[config.mk]
export PLATFORM = sky130hd
export DESIGN_NAME = poli_crc_engine
export DESIGN_NICKNAME = d
export VERILOG_FILES = /design/src/rtl/POLI_types_pkg.sv /design/src/rtl/poli_crc_step.sv /design/src/rtl/poli_crc_engine.sv
export SDC_FILE = /design/constraint.sdc
export NUM_CORES = 1
export LEC_CHECK = 0
export ABC_AREA = 1
export CAP_MARGIN = 20
export CORE_MARGIN = 3
export CORE_UTILIZATION = 52
export CTS_CLUSTER_SIZE = 30
export DETAILED_ROUTE_END_ITERATION = 8
export PLACE_DENSITY = 0.9
export SLEW_MARGIN = 20
export SYNTH_ARGS = -nofsm -noshare
export SYNTH_HDL_FRONTEND = slang
export SYNTH_SLANG_ARGS = --single-unit
[constraint.sdc]
create_clock -name CLK -period 5.32 [get_ports CLK]
set_input_delay 1.064 -clock CLK [delete_from_list [all_inputs] [get_ports CLK]]
set_output_delay 1.064 -clock CLK [all_outputs]
set_load 0.05 [all_outputs]
[src/rtl/POLI_types_pkg.sv]
// POLI_types_pkg: register selects, control/status bit positions and FSM states for poli_crc_engine
package POLI_types_pkg;
  localparam int WORD_SIZE = 32;
  typedef enum logic [3:0] {
    CRC_CONTROL = 4'h0,
    CRC_STATUS  = 4'h1,
    CRC_INPUT   = 4'h2,
    CRC_OUTPUT  = 4'h3
  } regsel_t;
  localparam int CTRL_CLEAR   = 0;
  localparam int CTRL_REFLECT = 1;
  localparam int CTRL_CLR_OVR = 2;
  localparam int STAT_BUSY    = 0;
  localparam int STAT_DONE    = 1;
  localparam int STAT_OVERRUN = 2;
  typedef enum logic {IDLE, SHIFT} crc_state_t;
endpackage

[src/rtl/poli_crc_step.sv]
// poli_crc_step: one MSB-first CRC bit update (combinational)
// Ports: i_crc current CRC, i_bit next message bit, o_crc updated CRC.
module poli_crc_step #(
  parameter int CRC_WIDTH = 32,
  parameter logic [CRC_WIDTH-1:0] POLY = CRC_WIDTH'(32'h04C11DB7)
) (
  input  logic [CRC_WIDTH-1:0] i_crc,
  input  logic                 i_bit,
  output logic [CRC_WIDTH-1:0] o_crc
);
  assign o_crc = {i_crc[CRC_WIDTH-2:0], 1'b0} ^ ((i_crc[CRC_WIDTH-1] ^ i_bit) ? POLY : '0);
endmodule

[src/rtl/poli_crc_engine.sv]
// poli_crc_engine: register-mapped serial CRC engine, BITS_PER_CYCLE bits folded per clock
// Ports: CLK clock, RST async active-high reset, regsel/wen/ren/wdata register access,
//        rdata combinational read data (0 when ren low), busy = in SHIFT, irq = STATUS.done.
// Build option: define POLI_CRC_REFLECT_EN to add the stored CONTROL.REFLECT bit.
module poli_crc_engine #(
  parameter int WORD_SIZE = POLI_types_pkg::WORD_SIZE,
  parameter int CRC_WIDTH = 32,
  parameter logic [WORD_SIZE-1:0] POLY = WORD_SIZE'(32'h04C11DB7),
  parameter logic [CRC_WIDTH-1:0] INIT = '1,
  parameter int BITS_PER_CYCLE = 1
) (
  input  logic                     CLK,
  input  logic                     RST,
  input  POLI_types_pkg::regsel_t  regsel,
  input  logic                     wen,
  input  logic                     ren,
  input  logic [WORD_SIZE-1:0]     wdata,
  output logic [WORD_SIZE-1:0]     rdata,
  output logic                     busy,
  output logic                     irq
);
  import POLI_types_pkg::*;
  localparam int STEPS = WORD_SIZE / BITS_PER_CYCLE;
  localparam int CW = $clog2(STEPS + 1);
  crc_state_t r_state;
  logic [CW-1:0] r_cnt;
  logic [WORD_SIZE-1:0] r_sreg, w_din, w_status, w_ctrl;
  logic [CRC_WIDTH-1:0] r_crc, w_crc_rd;
  logic r_done, r_ovr, w_refl, w_wr_ctrl, w_wr_in, w_rd_out, w_clear;
  logic [CRC_WIDTH-1:0] w_chain [BITS_PER_CYCLE+1];

  assign w_wr_ctrl = wen && regsel == CRC_CONTROL;
  assign w_wr_in   = wen && regsel == CRC_INPUT;
  assign w_rd_out  = ren && regsel == CRC_OUTPUT;
  assign w_clear   = w_wr_ctrl && wdata[CTRL_CLEAR];
  assign busy      = r_state == SHIFT;
  assign irq       = r_done;

`ifdef POLI_CRC_REFLECT_EN
  logic r_refl;
  logic [WORD_SIZE-1:0] w_wrev;
  logic [CRC_WIDTH-1:0] w_crev;
  assign w_wrev   = {<<{wdata}};
  assign w_crev   = {<<{r_crc}};
  assign w_refl   = r_refl;
  assign w_din    = r_refl ? w_wrev : wdata;
  assign w_crc_rd = r_refl ? w_crev : r_crc;
  always_ff @(posedge CLK or posedge RST)
    if (RST) r_refl <= 1'b0;
    else if (w_wr_ctrl) r_refl <= wdata[CTRL_REFLECT];
`else
  assign w_refl   = 1'b0;
  assign w_din    = wdata;
  assign w_crc_rd = r_crc;
`endif

  // bit g of the step consumes the g-th most significant remaining input bit
  assign w_chain[0] = r_crc;
  for (genvar g = 0; g < BITS_PER_CYCLE; g++) begin : g_step
    poli_crc_step #(.CRC_WIDTH(CRC_WIDTH), .POLY(POLY[CRC_WIDTH-1:0])) u_step (
      .i_crc(w_chain[g]),
      .i_bit(r_sreg[WORD_SIZE-1-g]),
      .o_crc(w_chain[g+1])
    );
  end

  always_comb begin
    w_status = '0;
    w_status[STAT_BUSY] = busy;
    w_status[STAT_DONE] = r_done;
    w_status[STAT_OVERRUN] = r_ovr;
    w_ctrl = '0;
    w_ctrl[CTRL_REFLECT] = w_refl;
    rdata = (!ren || RST) ? '0 :
            regsel == CRC_CONTROL ? w_ctrl :
            regsel == CRC_STATUS  ? w_status :
            regsel == CRC_OUTPUT  ? WORD_SIZE'(w_crc_rd) : '0;
  end

  always_ff @(posedge CLK or posedge RST)
    if (RST) begin
      r_state <= IDLE;
      r_cnt   <= '0;
      r_sreg  <= '0;
      r_crc   <= INIT;
      r_done  <= 1'b0;
      r_ovr   <= 1'b0;
    end else begin
      // CLEAR wins over both a new word and a same-cycle completion
      if (w_clear) begin
        r_state <= IDLE;
        r_cnt   <= '0;
        r_crc   <= INIT;
        r_done  <= 1'b0;
      end else if (r_state == IDLE) begin
        if (w_wr_in) begin
          r_sreg  <= w_din;
          r_cnt   <= CW'(STEPS);
          r_done  <= 1'b0;
          r_state <= SHIFT;
        end else if (w_rd_out) r_done <= 1'b0;
      end else begin
        r_crc  <= w_chain[BITS_PER_CYCLE];
        r_sreg <= r_sreg << BITS_PER_CYCLE;
        r_cnt  <= r_cnt - 1'b1;
        if (r_cnt == CW'(1)) begin
          r_state <= IDLE;
          r_done  <= 1'b1;
        end
      end
      if (w_wr_ctrl && wdata[CTRL_CLR_OVR]) r_ovr <= 1'b0;
      else if (w_wr_in && r_state == SHIFT) r_ovr <= 1'b1;
    end
endmodule

==> results.json <==
{
  "final_max_slew_viol_count": 0,
  "yosysTopAreaCell": "dfrtp_1",
  "cts_buffer_depth": 2,
  "finalHoldViolations": 0,
  "start_util": 0.537,
  "root_buffer": "clkbuf_8",
  "critPathBufInv": 4,
  "slew_headroom": 0.282,
  "cts.sinks": 73,
  "regArea_um2": 1870,
  "first_pass_iters": 4,
  "wl_met3_um": 506,
  "grt_pass1_vias": 3187,
  "worst_slew_pin_slew_ns": 1.07,
  "postCtsResizedCells": 0,
  "min_period_ns": 4.14,
  "tns_ns": 0,
  "die_w_um": 92.8,
  "cts_max_level": 3,
  "drtIter0Drc": 171,
  "worstSkewPairLatency_ns": 0.34,
  "synthFlopType": "dfrtp_1",
  "die_area_um2": 8610,
  "grt_overflow": 0,
  "min_period_over_period": 0.778,
  "top_layer_used": "met4",
  "multi_input_area_um2": 1750,
  "vias_per_cell": 5.05,
  "gr-usage-all-layers": 0.208,
  "arrival_ns": 3.08,
  "io_pins": 74,
  "holdCritPathClass": "reg -> reg",
  "max_freq_ghz": 0.242,
  "cts_tree": "done",
  "place.gp.congestion": 0.801,
  "synth_fp_nets": 543,
  "ff2ff_setup_slack_ns": 2.23,
  "pwr_density_cell_nw_per_um2": 576,
  "slowest_stage": "clkdlybuf4s50_1",
  "synth_seq_area_share": 0.476,
  "grt_pass1_wl_mm": 14.6,
  "critPathMaxStageDelay_ns": 0.54,
  "antennaDiodeCount": 0,
  "placementRows": 31,
  "min-delay-start": "r_sreg[1]",
  "avgSynthCellArea_um2": 7.82,
  "worstSetupPathType": "in -> out",
  "syn_area_um2": 3920,
  "routedWlPerCell_um": 12.8,
  "async_flop_share": 1.00,
  "cts_setup_buffers": 0,
  "ff2ff_path_depth": 5,
  "num_vias": 3360,
  "synthTopCellsByCount": "nand2_1 (213), nor2_1 (49), dfrtp_1 (41)",
  "synthToLayoutAreaGrowth_pct": 22.3,
  "clock_skew_ns": 0.0103,
  "worst_ep_required_time_ns": 4.26,
  "drc": 0,
  "wl_met2_mm": 4.13,
  "cap_violations": 0,
  "fill_cells": 616,
  "drive_above_1_share": 0.217,
  "critical_path.max_fanout": 21,
  "crit_chain": "clkdlybuf4s50_1 -> inv_1 -> nor2_1 -> nand2_1 -> buf_4 -> o22ai_1 -> and2_1 -> buf_4",
  "min_path_cells": 2,
  "grt_max_degree": 74,
  "place_hpwl_mm": 5.82,
  "finalNetCount": 604,
  "r2r_end": "r_crc[17]",
  "ys_seq_elements": 73,
  "cp_top_family": "buffers and inverters",
  "numCtsBuffers": 9,
  "io_buffers": 73,
  "r2r-start": "busy",
  "yosysTopAreaCellShare": 0.262,
  "detail-route-antenna-nets": 0,
  "setup_viol": 0,
  "synth.distinct_cells": 30,
  "met1_length_mm": 3.78,
  "yosysWarnings": 0,
  "drt_wl_total_mm": 8.53,
  "rsz0062_at_grt": "no",
  "ir_drop_mv": 0.269,
  "syn_inst": 501,
  "placeableCoreArea_um2": 7290,
  "die_y_um": 92.8,
  "worstHoldEndpoint": "r_sreg[1]",
  "cp_common_cell": "buf_4",
  "cts.clk_slew.worst_paths_ns": 0.07,
  "power_mw": 2.76,
  "cp-end-kind": "output pin",
  "yosysMostFrequentCell": "nand2_1",
  "ctsHoldBuffers": 0,
  "synth.area.top_cells": "dfrtp_1 (26%), dfstp_2 (21%), nand2_1 (20%)",
  "leakage_nw": 2.42,
  "synth-edff-count": 0,
  "status": "finished, final reports clean",
  "critPathLaunchType": "input port",
  "antenna_found_initial": 0
}
## layout by cell type, fill, tap and decap left out, types with 3 or more instances in the layout
master / count
nor2_1: 49
buf_4: 35
a21oi_1: 6
nor3_1: 19
dfstp_2: 32
xor2_1: 15
inv_2: 3
o21ai_0: 4
clkbuf_8: 10
clkdlybuf4s50_1: 41
dfrtp_1: 41
o22ai_1: 5
nand3_1: 9
nand2_1: 213
inv_1: 33
nand4_1: 3
a21oi_2: 29
## through the flow
step                       util  instances  setup slack [ns]  area, um^2  hold WS, ns
after floorplan               -        501             0.739        3920        0.449
after global placement    0.625        650              1.29        4560        0.461
after detailed placement  0.625        650              1.21        4560        0.467
after CTS                 0.658        666              1.21        4790        0.488
after global routing      0.658        666             0.978        4790        0.505
final                     0.658        666              1.18        4790        0.486
## power by group
part	total, mW	internal [mW]	leakage, nW	switching (mW)
clock	0.509	0.305	0.118	0.204
combinational	1.17	0.412	1.45	0.763
sequential	1.08	0.893	0.852	0.186
## routing by layer
layer  global-route usage  vias to the layer above
li1                     -                     1666
met2                0.336                      100
met5                    0                        -
met1                0.280                     1582
met4               0.0562                        0
met3               0.0496                       12
## layout make-up
cell class	count	share of cell area
clock buffers	12	0.0347
flip-flops and latches	73	0.389
inverters	37	0.0297
repair buffers	76	0.140
clock inverters	4	0.0151
multi-input cells	365	0.365
well taps	99	0.0258
## sequential cells by signal, indices dropped and copies added, names as in the netlist
signal / flops
busy: 1
irq: 1
r_ovr: 1
r_cnt: 6
r_crc: 32
r_sreg: 32
## worst min-delay path: cells and delay by family (launching register included)
kind	cells	cell delay [ns]
flip-flops	1	0.35
AND/OR/NAND/NOR	2	0.10
## how the worst max path moves through the flow
stage	from	endpoint	slack (ns)	depth (start not counted)
after floorplan	RST	rdata[19]	0.74	5
after global placement	regsel[0]	rdata[2]	1.29	8
after detailed placement	regsel[0]	rdata[2]	1.21	8
after CTS	regsel[0]	rdata[2]	1.21	8
after global routing	regsel[0]	rdata[2]	0.98	8
final	regsel[0]	rdata[2]	1.18	8
## cell families after synthesis
group | share of synthesized area
xor gates and xnor gates | 0.0399
DFF | 0.476
adders and majority gates | 0.00638
AOI/OAI and AO/OA | 0.0872
buffers and inverters | 0.0773
and+or+nand+nor | 0.313
Note: power is estimated with default switching activity, not from simulation.
